===== src/rtl/multi_timer_peripheral.sv =====
// rtl/multi_timer_peripheral.sv - memory-mapped reload timers with LED, switch and 7-segment digit registers
// Optional macro PERIPH_SWITCH_SYNC_EN: passes the switch inputs through a 2-flop synchronizer.
module multi_timer_peripheral #(
    parameter logic [31:0] BASE_ADDR  = 32'h40000000,
    parameter int          NUM_TIMERS = 2,
    parameter int          TIMER_W    = 32,
    parameter int          PRESC_W    = 16,
    parameter int          LED_W      = 8,
    parameter int          SW_W       = 8
) (
    input  logic              clk,
    input  logic              reset,
    input  logic              rd,
    input  logic              wr,
    input  logic [31:0]       addr,
    input  logic [31:0]       wdata,
    output logic [31:0]       rdata,
    output logic [LED_W-1:0]  led,
    input  logic [SW_W-1:0]   switch,
    output logic [11:0]       digi,
    output logic              irqout
);

    logic [TIMER_W-1:0]    th    [NUM_TIMERS];
    logic [TIMER_W-1:0]    tl    [NUM_TIMERS];
    logic [PRESC_W-1:0]    presc [NUM_TIMERS];
    logic [PRESC_W-1:0]    pc    [NUM_TIMERS];
    logic [NUM_TIMERS-1:0] en, ie, pend, oneshot;

    logic [7:0]            off;
    logic [4:0]            ch_idx;
    logic                  in_window;
    logic                  ch_hit;
    logic [NUM_TIMERS-1:0] wr_th, wr_tl, wr_tcon, wr_presc;
    logic [NUM_TIMERS-1:0] tick, ovf;
    logic [SW_W-1:0]       sw_val;
    logic [31:0]           rd_val;

    assign off       = addr[7:0];
    assign ch_idx    = off[6:2];
    assign in_window = (addr[31:8] == BASE_ADDR[31:8]);
    assign ch_hit    = in_window && !off[7] && (32'(ch_idx) < NUM_TIMERS);

    // Per-channel write strobes plus prescaler tick and overflow detection
    always_comb begin
        wr_th    = '0;
        wr_tl    = '0;
        wr_tcon  = '0;
        wr_presc = '0;
        tick     = '0;
        ovf      = '0;
        for (int k = 0; k < NUM_TIMERS; k++) begin
            if (wr && ch_hit && (ch_idx == k[4:0])) begin
                case (off[1:0])
                    2'd0:    wr_th[k]    = 1'b1;
                    2'd1:    wr_tl[k]    = 1'b1;
                    2'd2:    wr_tcon[k]  = 1'b1;
                    default: wr_presc[k] = 1'b1;
                endcase
            end
            tick[k] = en[k] && (pc[k] == presc[k]);
            ovf[k]  = tick[k] && (&tl[k]);
        end
    end

    // Timer channel state: bus writes, prescaler, count/reload, pending and one-shot stop
    always_ff @(posedge clk) begin
        if (reset) begin
            for (int k = 0; k < NUM_TIMERS; k++) begin
                th[k]    <= '0;
                tl[k]    <= '0;
                presc[k] <= '0;
                pc[k]    <= '0;
            end
            en      <= '0;
            ie      <= '0;
            pend    <= '0;
            oneshot <= '0;
        end else begin
            for (int k = 0; k < NUM_TIMERS; k++) begin
                if (wr_th[k])
                    th[k] <= wdata[TIMER_W-1:0];
                // a bus write to TL wins over the count; the reload uses the pre-write TH
                if (wr_tl[k])
                    tl[k] <= wdata[TIMER_W-1:0];
                else if (ovf[k])
                    tl[k] <= th[k];
                else if (tick[k])
                    tl[k] <= tl[k] + TIMER_W'(1);
                if (wr_presc[k])
                    presc[k] <= wdata[PRESC_W-1:0];
                if (wr_presc[k] || wr_tcon[k] || !en[k] || tick[k])
                    pc[k] <= '0;
                else
                    pc[k] <= pc[k] + PRESC_W'(1);
                if (wr_tcon[k]) begin
                    ie[k]      <= wdata[1];
                    oneshot[k] <= wdata[3];
                end
                if (ovf[k] && oneshot[k])
                    en[k] <= 1'b0;
                else if (wr_tcon[k])
                    en[k] <= wdata[0];
                // a fresh overflow beats a simultaneous write-1-to-clear
                if (ovf[k] && ie[k])
                    pend[k] <= 1'b1;
                else if (wr_tcon[k] && wdata[2])
                    pend[k] <= 1'b0;
            end
        end
    end

    // LED and digit output registers
    always_ff @(posedge clk) begin
        if (reset) begin
            led  <= '0;
            digi <= '0;
        end else if (wr && in_window) begin
            if (off == 8'hF0)
                led <= wdata[LED_W-1:0];
            if (off == 8'hF2)
                digi <= wdata[11:0];
        end
    end

`ifdef PERIPH_SWITCH_SYNC_EN
    logic [SW_W-1:0] sw_s1, sw_s2;

    // Two-stage synchronizer for the asynchronous switch inputs
    always_ff @(posedge clk) begin
        if (reset) begin
            sw_s1 <= '0;
            sw_s2 <= '0;
        end else begin
            sw_s1 <= switch;
            sw_s2 <= sw_s1;
        end
    end

    assign sw_val = sw_s2;
`else
    assign sw_val = switch;
`endif

    // Read multiplexer; narrower registers are zero-extended
    always_comb begin
        rd_val = '0;
        for (int k = 0; k < NUM_TIMERS; k++) begin
            if (ch_hit && (ch_idx == k[4:0])) begin
                case (off[1:0])
                    2'd0:    rd_val[TIMER_W-1:0] = th[k];
                    2'd1:    rd_val[TIMER_W-1:0] = tl[k];
                    2'd2:    rd_val[3:0]         = {oneshot[k], pend[k], ie[k], en[k]};
                    default: rd_val[PRESC_W-1:0] = presc[k];
                endcase
            end
        end
        if (in_window) begin
            case (off)
                8'hF0:   rd_val[LED_W-1:0]      = led;
                8'hF1:   rd_val[SW_W-1:0]       = sw_val;
                8'hF2:   rd_val[11:0]           = digi;
                8'hF3:   rd_val[NUM_TIMERS-1:0] = pend;
                default: ;
            endcase
        end
    end

    // Registered read data; a combined rd+wr cycle performs only the write
    always_ff @(posedge clk) begin
        if (reset)
            rdata <= '0;
        else if (rd && !wr)
            rdata <= rd_val;
    end

    assign irqout = |pend;

endmodule


===== config.mk =====
export PLATFORM = sky130hd
export DESIGN_NAME = multi_timer_peripheral
export DESIGN_NICKNAME = d
export VERILOG_FILES = /design/src/rtl/multi_timer_peripheral.sv
export SDC_FILE = /design/constraint.sdc
export NUM_CORES = 1
export LEC_CHECK = 0
export ABC_AREA = 0
export BUFFER_PORTS_ARGS = -buffer_cell sky130_fd_sc_hd__buf_2
export CAP_MARGIN = 25
export CORE_MARGIN = 2
export CORE_UTILIZATION = 54
export DETAILED_ROUTE_END_ITERATION = 6
export PLACE_DENSITY_LB_ADDON = 0.15
export SLEW_MARGIN = 10
export SYNTH_ARGS = -nofsm -noshare
export SYNTH_HDL_FRONTEND = slang
export SYNTH_SLANG_ARGS = --single-unit

===== constraint.sdc =====
create_clock -name clk -period 5.3 [get_ports clk]
set_input_delay 0.795 -clock clk [delete_from_list [all_inputs] [get_ports clk]]
set_output_delay 0.795 -clock clk [all_outputs]
set_load 0.02 [all_outputs]

# ---- Word-level counts from Yosys, hierarchy flattened
# Memories as Yosys holds them, arrays and structs flattened.
# Index checks and enable logic that the tools add are counted.
dict set report totals {
  reg_bits 60
  latch_bits 0
  mem_bits_rw 192
  romBits 0
  inputBits 76
  out_inout_bits 53
  wordCells 177
  mem_count 4
}
# memory words word_bits rd rd_ports_with_merged_regs write_ports line_no
set mem_list {}
lappend mem_list {th 2 32 2 0 2 24} ;# logic [TIMER_W-1:0] th [NUM_TIMERS];
lappend mem_list {tl 2 32 2 0 2 25} ;# logic [TIMER_W-1:0] tl [NUM_TIMERS];
lappend mem_list {pc 2 16 2 0 2 27} ;# logic [PRESC_W-1:0] pc [NUM_TIMERS];
lappend mem_list {presc 2 16 2 0 2 26} ;# logic [PRESC_W-1:0] presc [NUM_TIMERS];
dict set report classes {
  addsub 4
  mul 0
  div 0
  magnitude_cmp 1
  eq_ne 10
  n_shift 0
  mux 92
  n_bitwise 14
  n_reduce_logical 41
}
# cell n
set op_table {}
lappend op_table {{32-bit two-way mux} 10}
lappend op_table {{16-bit two-way mux} 6}
lappend op_table {{12-bit one-hot mux with 3 select lines} 2}
lappend op_table {{1-bit two-way mux} 66}
lappend op_table {{32-bit by 1-bit adder with 32-bit output, second input constant} 2}
lappend op_table {{16-bit one-hot mux with 2 select lines} 2}
lappend op_table {{32-bit AND reduction} 2}
lappend op_table {{16-bit by 1-bit adder with 16-bit output, second input constant} 2}
lappend op_table {{16-bit == test} 2}
lappend op_table {{8-bit == test, second input constant} 4}
lappend op_table {{24-bit by 23-bit == test with 1-bit output, second input constant} 1}
lappend op_table {{4-bit one-hot mux with 3 select lines} 2}
lappend op_table {{1-bit logical AND} 19}
lappend op_table {{6-bit one-hot mux with 3 select lines} 1}
lappend op_table {{1-bit OR} 14}
lappend op_table {{12-bit two-way mux} 1}
lappend op_table {{2-bit one-hot mux with 4 select lines} 1}
lappend op_table {{1-bit logical OR} 6}
lappend op_table {{2-bit OR reduction} 3}
lappend op_table {{5-bit by 1-bit == test with 1-bit output, second input constant} 1}
lappend op_table {{5-bit zero test} 1}
lappend op_table {{5-bit by 2-bit less-than comparator with 1-bit output, second input constant} 1}
lappend op_table {{1-bit zero test} 4}
lappend op_table {{4-bit two-way mux} 1}
lappend op_table {{6 further kinds} 8}

# ---- Logic depth before layout (Yosys ltp)
# Gate-level depths: netlist (run 1).
dict set report logic_depth {
  ltp_word 14
  ltp_mapped 10
  mapped_depth_nobuf 7
}

# ---- Worst setup path after synthesis (run 1)
# OpenSTA, ideal clock, no wires.
dict set report synth_path {
  kind {input to register}
  start {input addr[29]}
  end {memory th[0][0] (enable)}
  setup_time_ns 0.470
  arrival_ns 4.555
  t_required_ns 4.830
  setup_slack_ns 0.275
  cell_stages 6
  path_buffers 2
  path_cell_list {nor4b_1 -> nand3_1 -> or3_1 -> buf_2 -> clkbuf_1 -> o31ai_1}
}
# item line_no
set synth_rtl {}
lappend synth_rtl {{from (decl)} 15} ;# input logic [31:0] addr,
lappend synth_rtl {{to (decl)} 24}

==> flow_summary.toml, run 1 <==
[run_status]
status = "finished, final reports clean"

[pwr]
max-vdd-ir-drop_uv = 223
leak_pwr_nw = 5.88
power_density_nw_per_um2 = 289
p_total_mw = 4.55

[timing]
final.min_clock_period_ns = 3.22
final.setup.tns_ns = 0
setup_clock_skew_after_layout_ns = 0.0207
setup_viol = 0
worst_slew_pin_slew_ns = 1.09
fin_hold_viols = 0
fin_ws_ns = 2.08
timing_max_transition_violations_final = 0
fin_crit_sh_pct = 60.7
timing.slew.headroom_pct = 27.6
rsz0062_at_grt = "false"
fmax_mhz = 311
holdWs_ns = 0.474

[synthesis]
synth_ff_type = "edfxtp_1"
synth-adder-area-share_pct = 0.365
synth_sequential_area_ratio_pct = 50.8
postSynthRegisterBits = 252
synth_xor_area_share_pct = 7.28
largest_family_of_logic_cells_by_synthesized_area = "simple AND/OR/NAND/NOR gates"
postSynthCellCount = 1308
synth.cell_area_um2 = 13700
ys.warnings.count = 0
synth_commonest_cells = "edfxtp_1, nand2_1, nor2_1, a21oi_1, xor2_1"
synth-compound-area-share_pct = 11.5
synth_simple_gate_area_share_pct = 18.4
netlist-cell-type-count = 63
synth_top_cells_by_area = "edfxtp_1, dfxtp_1, mux4_2"
most_frequent_cell_after_synthesis = "edfxtp_1"
synth_top_area_cell = "edfxtp_1"
synthesis.area_per_instance_um2 = 10.5
post_synth_mux_area_share_pct = 8.59
number_of_enable_flip_flop_cells_after_synthesis = 192
ys_async_sr_fraction_pct = 0
synth.top_cell.area_share_pct = 42.1

[floorplan]
fp-row-count = 58
die_w_um = 163
die_area_um2 = 26700
die_h_um = 163
top_level_ports = 129
fp.coreArea_um2 = 25000
initial_core_util_pct = 54.8

[place]
gpl_congestion = 0.911
placed_cell_area_um2 = 14700
portBuffers = 128
place_hpwl_um = 27700
placement.setup.worst_slack_ns = 1.56

[finish]
multi_input_comb_area_um2 = 6520
num_antenna_cells = 0
fillCellCount = 2070
seq_area_um2 = 6970
syn_to_final_growth_pct = 14.8
fin_nets = 1515
final_cell_area_um2 = 15700
post_route_cells_drive_above_1_share_pct = 17.0

[flow_run]
number_of_max_cap_violations = 0

[worst_setup_path]
timing.critical_path.required_ns = 5.68
critical_path.max_stage_delay_ns = 0.72
crit_path_top_delay_cell = "a2111o_1"
worst_path_dominant_cell_family = "simple AND/OR/NAND/NOR gates"
critical_path.max_fanout = 17
critPathCaptureType = "register"
worst_setup_path_start_kind = "register"
worstPathCellList = "xor2_1, nor4_2, nand4_1, a2111o_1, buf_8, or4_1, a21oi_1"
cp.buffers_inverters = 1
worst-setup-path-type = "reg2reg"
worst-endpoint-arrival_ns = 3.60

[clock_tree]
worstSkewPairLatency_ns = 0.55
clock_tree.htree_level_count = 1
tritoncts.num_buffers = 27
post_cts_resized = 0
cts_tree = "done"
clock_path_buffers = 3
cts_post_setup_buffers_inserted = 0
path_clk_slew_ns = 0.06
cts_sinks = 252
cts.root.buffer_cell = "clkbuf_16"
postCtsHoldBufs = 0

[min_path]
worst_hold_path_type = "reg2reg"

[detailed_routing]
vias_per_cell = 6.26
detailroute.via_count = 11200
routed_wire_length_per_instance_um = 22.4
dr.pass1.iters = 5
drt-total-wl_um = 40100
first_iter_violations = 1183
drc_errors = 0
drt.antenna.violating_nets = 0

[global_routing]
total_track_usage_pct = 30.0
number_of_global_route_vias_before_repair = 10400
grt_antenna_before_repair = 1
grt_first_pass_wirelength_um = 60400
grt_remaining_overflow = 0
grt_max_degree = 65
[where the power goes]
group / internal (mW) / switching [mW]
Combinational: 0.124 / 0.209
Sequential: 2.19 / 0.0697
Clock: 1.17 / 0.784
[placed cells by master, fill, tap and decap left out, types with 4 or more instances in the layout]
cell	count
a211o_1	8
a21oi_1	105
o21ai_0	47
or3_1	6
and3_1	17
conb_1	32
a211oi_1	30
a311oi_1	5
mux4_2	26
clkbuf_16	27
bufinv_16	4
nand2_1	126
nand3_1	56
o211ai_1	7
xnor2_1	49
nor3_2	4
and4_1	11
nor4_2	5
nor3_1	18
and2_1	51
nand4_1	30
nand3b_1	19
nor2_1	123
xor2_1	65
buf_2	127
mux2i_1	58
nor4_1	9
buf_4	22
edfxtp_1	192
clkbuf_1	6
inv_1	11
o22ai_1	27
o32ai_1	4
ha_1	4
dfxtp_1	60
[path summary, 6_finish.rpt]
| path | start | to | cells past startpoint | slack (ns) |
|---|---|---|---|---|
| hold reg to reg | digi[9]$_SDFFE_PP0P_ | digi[9]$_SDFFE_PP0P_ | 2 | 0.47 |
| setup / recovery | presc[0][5]$_DFFE_PP_ | tl[0][31]$_SDFFCE_PP0P_ | 7 | 2.08 |
| hold / removal | digi[9]$_SDFFE_PP0P_ | digi[9]$_SDFFE_PP0P_ | 2 | 0.47 |
| setup reg to reg | presc[0][5]$_DFFE_PP_ | tl[0][31]$_SDFFCE_PP0P_ | 7 | 2.08 |
[tightest hold or removal path: stages, from the launching register on]
cell and delay, ns:
dfxtp_1 0.32, nand2_1 0.05, a21oi_1 0.05
[cells by family (layout without fill, tap and decap cells)]
| family | after synthesis | after routing |
|---|---|---|
| compound gates | 258 | 258 |
| simple gates | 495 | 495 |
| fa+ha+maj | 4 | 4 |
| buf+inv | 99 | 215 |
| other cells | 1 | 32 |
| flops | 252 | 252 |
| xor+xnor | 114 | 114 |
| mux | 85 | 85 |
[final cells by class]
cell class | count | share of cell area, %
sequential | 252 | 44.3
tap | 330 | 2.62
timing repair buffer | 155 | 5.69
inverter | 11 | 0.262
multi-input combinational | 988 | 41.4
clock inverter | 11 | 0.978
clock buffer | 38 | 4.74
[state kept, by name, indices dropped and copies added (netlist names)]
name / flops
th: 64
en: 2
presc: 32
pc: 32
tl: 64
ie: 2
oneshot: 2
pend: 2
led: 8
digi: 12
rdata: 32
[routing by layer]
metal | up-vias | track usage, % | part of all wire, %
met2 | 632 | 45.4 | 44
li1 | 5082 | - | -
met4 | 0 | 10.7 | 3.3
met3 | 81 | 6.09 | 11
met5 | - | 0 | 0
met1 | 5380 | 42.9 | 42
[through the flow]
| step | std cells | utilization [%] |
|---|---|---|
| finish | 1785 | 62.9 |
| global route | 1785 | 62.9 |
| CTS | 1779 | 62.5 |
| detailed placement | 1730 | 58.9 |
| global placement | 1729 | 58.9 |
| floorplan | 1339 | - |
Power figures use the tool's default switching activity.
==> inputs of run 2 (changes only) <==
- CORE_UTILIZATION: 54 -> 60
- clock period: 5.3 -> 3.1 ns (I/O delays scaled with it)
==> run 2 against run 1 <==
Compared with the run above: worst hold slack lost 0.22 ns; highest routed layer unchanged; sequential power up 71%; critical endpoint unchanged; clock skew shrank 0.0066 ns; clock power grew 86%; die area is 9.8% lower; largest cell class unchanged.
==> flow_summary.toml, run 2 (synthesized netlist as in run 1, its figures left out) <==
[detailed_routing]
detailroute.via_count = 11300
first_iter_violations = 1483
route.met2.wl_um = 17700
drt-total-wl_um = 40100
met3RoutedLength_um = 4750
routed.top_layer = "met4"
route.layer.met1.wl_um = 16100
vias_per_cell = 6.40
dr.pass1.iters = 6
drt.antenna.violating_nets = 0
routed_wire_length_per_instance_um = 22.7
drc_errors = 0

[worst_setup_path]
worst_setup_path_start_kind = "register"
worst-endpoint-arrival_ns = 3.32
crit_path_start = "presc[0][5]$_DFFE_PP_"
timing.critical_path.required_ns = 3.50
regToRegStartpoint = "presc[0][5]$_DFFE_PP_"
reg2reg_slack_ns = 0.18
critPathCaptureType = "register"
worst-setup-path-type = "reg2reg"
critical_path.max_fanout = 3

[clock_tree]
cts_post_setup_buffers_inserted = 0
worstSkewPairLatency_ns = 0.55
clock_path_buffers = 3
cts.root.buffer_cell = "clkbuf_16"
path_clk_slew_ns = 0.06
cts_sinks = 252
clock_tree.htree_level_count = 1
post_cts_resized = 0
tritoncts.num_buffers = 28
postCtsHoldBufs = 0
cts_tree = "done"

[finish]
final_cell_mix = "edfxtp_1, buf_2, nand2_1, nor2_1, a21oi_1"
num_antenna_cells = 0
syn_to_final_growth_pct = 16.8
layout_commonest_cell = "edfxtp_1"
final_cell_area_um2 = 16000
reg.largest.list = "th: 64 flops, tl: 64 flops"
fin_nets = 1540
final_cell_count_no_fill = 1767
post_route_cells_drive_above_1_share_pct = 18.8

[flow_run]
number_of_max_cap_violations = 0

[timing]
setup_clock_skew_after_layout_ns = 0.0142
rsz0062_at_grt = "false"
setup_viol = 0
fin_hold_viols = 0
timing.slew.headroom_pct = 54.3
fmax_mhz = 343
final.setup.tns_ns = 0
timing_max_transition_violations_final = 0
fin_crit_sh_pct = 94.1
worst_slew_pin_slew_ns = 0.682
final.min_clock_period_ns = 2.92

[global_routing]
grt_max_degree = 63
total_track_usage_pct = 33.2
grt_remaining_overflow = 0
grt_first_pass_wirelength_um = 61200
number_of_global_route_vias_before_repair = 10700
grt_antenna_before_repair = 1

[floorplan]
die_area_um2 = 24100
die_h_um = 155
fp.coreArea_um2 = 22500
die_w_um = 155
fp-row-count = 55
initial_core_util_pct = 60.9
top_level_ports = 129

[place]
placed_cell_area_um2 = 15000
post-place-cells = 1715
place_hpwl_um = 28300
portBuffers = 128
gpl_congestion = 0.932

[pwr]
power_switching_mw = 1.90
max-vdd-ir-drop_uv = 398
leak_pwr_nw = 6.06
power_density_nw_per_um2 = 504
internal-power_mw = 6.18
share_seq_of_total_power_pct = 47.9
p_total_mw = 8.07
p_sw_share_pct = 23.5
share_clk_of_total_power_pct = 44.9
power_frac_comb_pct = 7.2

[min_path]
timing.hold.worst.start = "wdata[25]"
worst_hold_path_type = "in2reg"

[run_status]
status = "finished, final reports clean"
==> run 2: changes by cell type in the layout (fill, tap and decap cells not counted), sizes merged <==
cell / previous run / this run
clkinvlp: 1 / 5
bufinv: 4 / 6
clkbuf: 39 / 31
buf: 154 / 179
clkinv: 6 / 9
inv: 11 / 12
==> run 2: final timing paths <==
check                                               end  cells past startpoint
worst min-delay path                th[0][25]$_DFFE_PP_                      2
worst max-delay path            tl[0][31]$_SDFFCE_PP0P_                      6
worst max register to register  tl[0][31]$_SDFFCE_PP0P_                      6
worst min register to register     digi[2]$_SDFFE_PP0P_                      2
==> run 2: area by class of cell <==
class,instances,area (µm²)
sequential,252,6970
multi-input combinational,988,6520
fill,1689,6490
timing repair buffer,179,1130
clock buffer,31,733
tap,285,357
clock inverter,21,272
inverter,11,41.3
==> run 2: power by group through the flow <==
stage               clock network, mW  logic, mW  registers (mW)
finish                           3.62      0.579            3.87
floorplan                           0      0.321            3.91
CTS                              3.65      0.571            3.86
detailed placement                  0      0.566            3.94
global placement                    0      0.560            3.93
global route                     3.78      0.623            3.88
==> run 2: stage by stage <==
| step | utilization, % | hold slack (ns) | setup slack, ns |
|---|---|---|---|
| 2_1_floorplan | - | 0.443 | -0.472 |
| 3_3_place_gp | 66.7 | 0.447 | 0.355 |
| 3_5_place_dp | 66.7 | 0.454 | 0.234 |
| 4_1_cts | 71.1 | 0.241 | 0.305 |
| 5_1_grt | 71.1 | 0.249 | 0.165 |
| 6_report | 71.1 | 0.259 | 0.184 |
==> run 2: metal layers <==
layer / track usage [%] / vias to the layer above
met5: 0 / -
met4: 13.4 / 0
met3: 8.13 / 95
met2: 50.2 / 673
met1: 46.4 / 5404
li1: - / 5140
==> run 2: critical path, cell delays in order (launching register included) <==
cell and delay, ns:
edfxtp_1 0.48, xor2_1 0.21, nor4_2 0.49, nand4_1 0.32, a2111o_1 0.56, or4_1 0.55, a21oi_1 0.15
==> inputs of run 3 (changes only) <==
- ABC_AREA: 0 -> 1
- CAP_MARGIN: 25 -> 20
==> run 3 against run 2 <==
Compared with the run above: final cell count grew 40%; total power grew 3.2%; register-to-register slack gained 0.21 ns; sequential share of layout area is 3.3 points lower; worst hold slack got worse by 0.015 ns; synthesized area increased by 11%; flip-flop and latch count is the same; synthesized cell count up 51%; global-route usage increased by 4.8 points; critical path type unchanged; critical endpoint is now tl[0][21]$_SDFFCE_PP0P_; largest cell class unchanged.
==> flow_summary.toml, run 3 <==
[run_status]
status = "finished, final reports clean"

[global_routing]
grt_first_pass_wirelength_um = 77200
grt_antenna_before_repair = 0
grt_remaining_overflow = 0
number_of_global_route_vias_before_repair = 13600
grt_max_degree = 36
total_track_usage_pct = 38.0

[worst_setup_path]
worst_setup_path_start_kind = "register"
critical_path.max_stage_delay_ns = 0.42
worst-setup-path-type = "reg2reg"
crit_path_start = "tl[0][0]$_SDFFCE_PP0P_"
cp.buffers_inverters = 2
timing.critical_path.required_ns = 3.41
timing.rr.end = "tl[0][21]$_SDFFCE_PP0P_"
worst-endpoint-arrival_ns = 3.01
worst_path_dominant_cell_family = "simple AND/OR/NAND/NOR gates"
worstRegToRegCells = 11
timing.critical_path.to = "tl[0][21]$_SDFFCE_PP0P_"
crit_path_top_delay_cell = "edfxtp_1"
reg2reg_slack_ns = 0.40
cp.depth = 11
worstPathCellList = "ha_1, nand3_2, inv_2, nand2_2, nor2_2, nand4_2, nor2_2, buf_4, nand3_1, nand3_1, a21oi_1"
critPathCaptureType = "register"
critical_path.max_fanout = 16
regToRegStartpoint = "tl[0][0]$_SDFFCE_PP0P_"

[finish]
reg.largest.list = "th: 64 flops, tl: 64 flops"
final_cell_mix = "nand2_1, nor2_1, inv_1, nand3_1, edfxtp_1"
fin_nets = 2198
multi_input_comb_area_um2 = 6960
fillCellCount = 2139
post_route_cells_drive_above_1_share_pct = 13.8
syn_to_final_growth_pct = 13.7
layout_commonest_cell = "nand2_1"
seq_area_um2 = 6970
post-route-util_pct = 69.1

[place]
portBuffers = 128
place_hpwl_um = 38100
gpl_congestion = 0.968

[synthesis]
ys_async_sr_fraction_pct = 0
most_frequent_cell_after_synthesis = "nand2_1"
postSynthRegisterBits = 252
synth_commonest_cells = "nand2_1, nor2_1, inv_1, nand3_1, edfxtp_1"
synth_top_area_cell = "edfxtp_1"
synthesis.area_per_instance_um2 = 7.71
synth_sequential_area_ratio_pct = 45.8
netlist-cell-type-count = 56
synth.cell_area_um2 = 15200
synth_top_cells_by_area = "edfxtp_1, nand2_1, dfxtp_1"
ys.warnings.count = 0
number_of_enable_flip_flop_cells_after_synthesis = 192
synth_ff_type = "edfxtp_1"
postSynthCellCount = 1974
synth.top_cell.area_share_pct = 37.9

[pwr]
power_density_nw_per_um2 = 481
max-vdd-ir-drop_uv = 419
leak_pwr_nw = 7.66

[clock_tree]
tritoncts.num_buffers = 28
postCtsHoldBufs = 0
worstSkewPairLatency_ns = 0.57
cts_post_setup_buffers_inserted = 0
path_clk_slew_ns = 0.07
clock_tree.htree_level_count = 1
cts_tree = "done"
clock_path_buffers = 3
cts.root.buffer_cell = "clkbuf_16"
cts_sinks = 252
post_cts_resized = 0

[detailed_routing]
detailroute.via_count = 15000
routed_wire_length_per_instance_um = 20.6
dr.pass1.iters = 6
drc_errors = 0
route.layer.met1.wl_um = 21200
first_iter_violations = 2242
vias_per_cell = 6.05
routed.top_layer = "met4"
route.met2.wl_um = 21400
met3RoutedLength_um = 6960
drt-total-wl_um = 50900
drt.antenna.violating_nets = 0

[timing]
final.min_clock_period_ns = 2.70
fin_crit_sh_pct = 87.2
fin_hold_viols = 0
fmax_mhz = 370
worst_slew_pin_slew_ns = 0.912
timing.slew.headroom_pct = 39.1
setup_clock_skew_after_layout_ns = 0.0221
final.setup.tns_ns = 0
timing_max_transition_violations_final = 0
rsz0062_at_grt = "false"
setup_viol = 0

[floorplan]
fp-row-count = 58
die_area_um2 = 26700
top_level_ports = 129
initial_core_util_pct = 60.8
fp.coreArea_um2 = 25000
die_w_um = 163
die_h_um = 163

[min_path]
timing.hold.worst.start = "wdata[27]"
worst_hold_path_type = "in2reg"

[flow_run]
number_of_max_cap_violations = 0
## run 3: cell count changes after synthesis, moves of 50 or more
cell	change
inv_1	+226
nor2_1	+119
nand3_1	+142
mux2i_1	-58
and2_1	-50
nand2_1	+333
## run 3: cell families after synthesis
kind of cell | synth area share (%)
and+or+nand+nor | 31.5
buffers and inverters | 9.29
AOI/OAI and AO/OA | 9.98
DFF | 45.8
xor gates and xnor gates | 3.16
adders and majority gates | 0.329
other | 0.0246
## run 3: layer usage
layer | vias up | global-route usage [%]
met5 | - | 0
met4 | 0 | 9.98
met3 | 90 | 7.97
met2 | 1034 | 55.7
met1 | 6965 | 57.2
li1 | 6868 | -
## run 3: worst min-delay path by stage
stage	endpoint	slack (ns)	depth (start not counted)
after floorplan	pend[0]$_SDFFE_PP0P_	0.43	2
after detailed placement	pend[0]$_SDFFE_PP0P_	0.44	2
after global routing	tl[1][12]$_DFFE_PP_	0.26	3
after CTS	tl[1][27]$_DFFE_PP_	0.24	3
final	tl[1][27]$_DFFE_PP_	0.24	3
after global placement	pend[0]$_SDFFE_PP0P_	0.43	2
## run 3: area by class of cell
class / instances / area share, %
flip-flops and latches: 252 / 40.2
multi-input cells: 1410 / 40.2
inverters: 269 / 5.88
repair buffers: 157 / 5.18
clock buffers: 33 / 4.58
well taps: 330 / 2.39
clock inverters: 19 / 1.50
diodes: 1 / 0.0145
## run 3: stage by stage
stage	hold slack [ns]	worst slack [ns]	instance area, µm²	std cells	total power, mW
detailed placement	0.438	0.331	16300	2418	4.58
global placement	0.434	0.387	16300	2418	4.57
global route	0.263	0.196	17300	2470	8.51
finish	0.244	0.396	17300	2471	8.33
CTS	0.236	0.432	17300	2470	8.29
floorplan	0.427	0.474	15300	2005	4.28
## run 3: report_power, final
| part | internal (mW) | total, mW | switching [mW] |
|---|---|---|---|
| combinational | 0.194 | 0.668 | 0.473 |
| clock | 2.27 | 3.79 | 1.52 |
| sequential | 3.75 | 3.88 | 0.124 |
| total | 6.21 | 8.33 | 2.12 |
## run 3: worst reg2reg max path: stages (launching register included)
cell and delay [ns]:
edfxtp_1 0.42, ha_1 0.24, nand3_2 0.18, inv_2 0.09, nand2_2 0.08, nor2_2 0.18, nand4_2 0.17, nor2_2 0.41
buf_4 0.30, nand3_1 0.09, nand3_1 0.19, a21oi_1 0.10
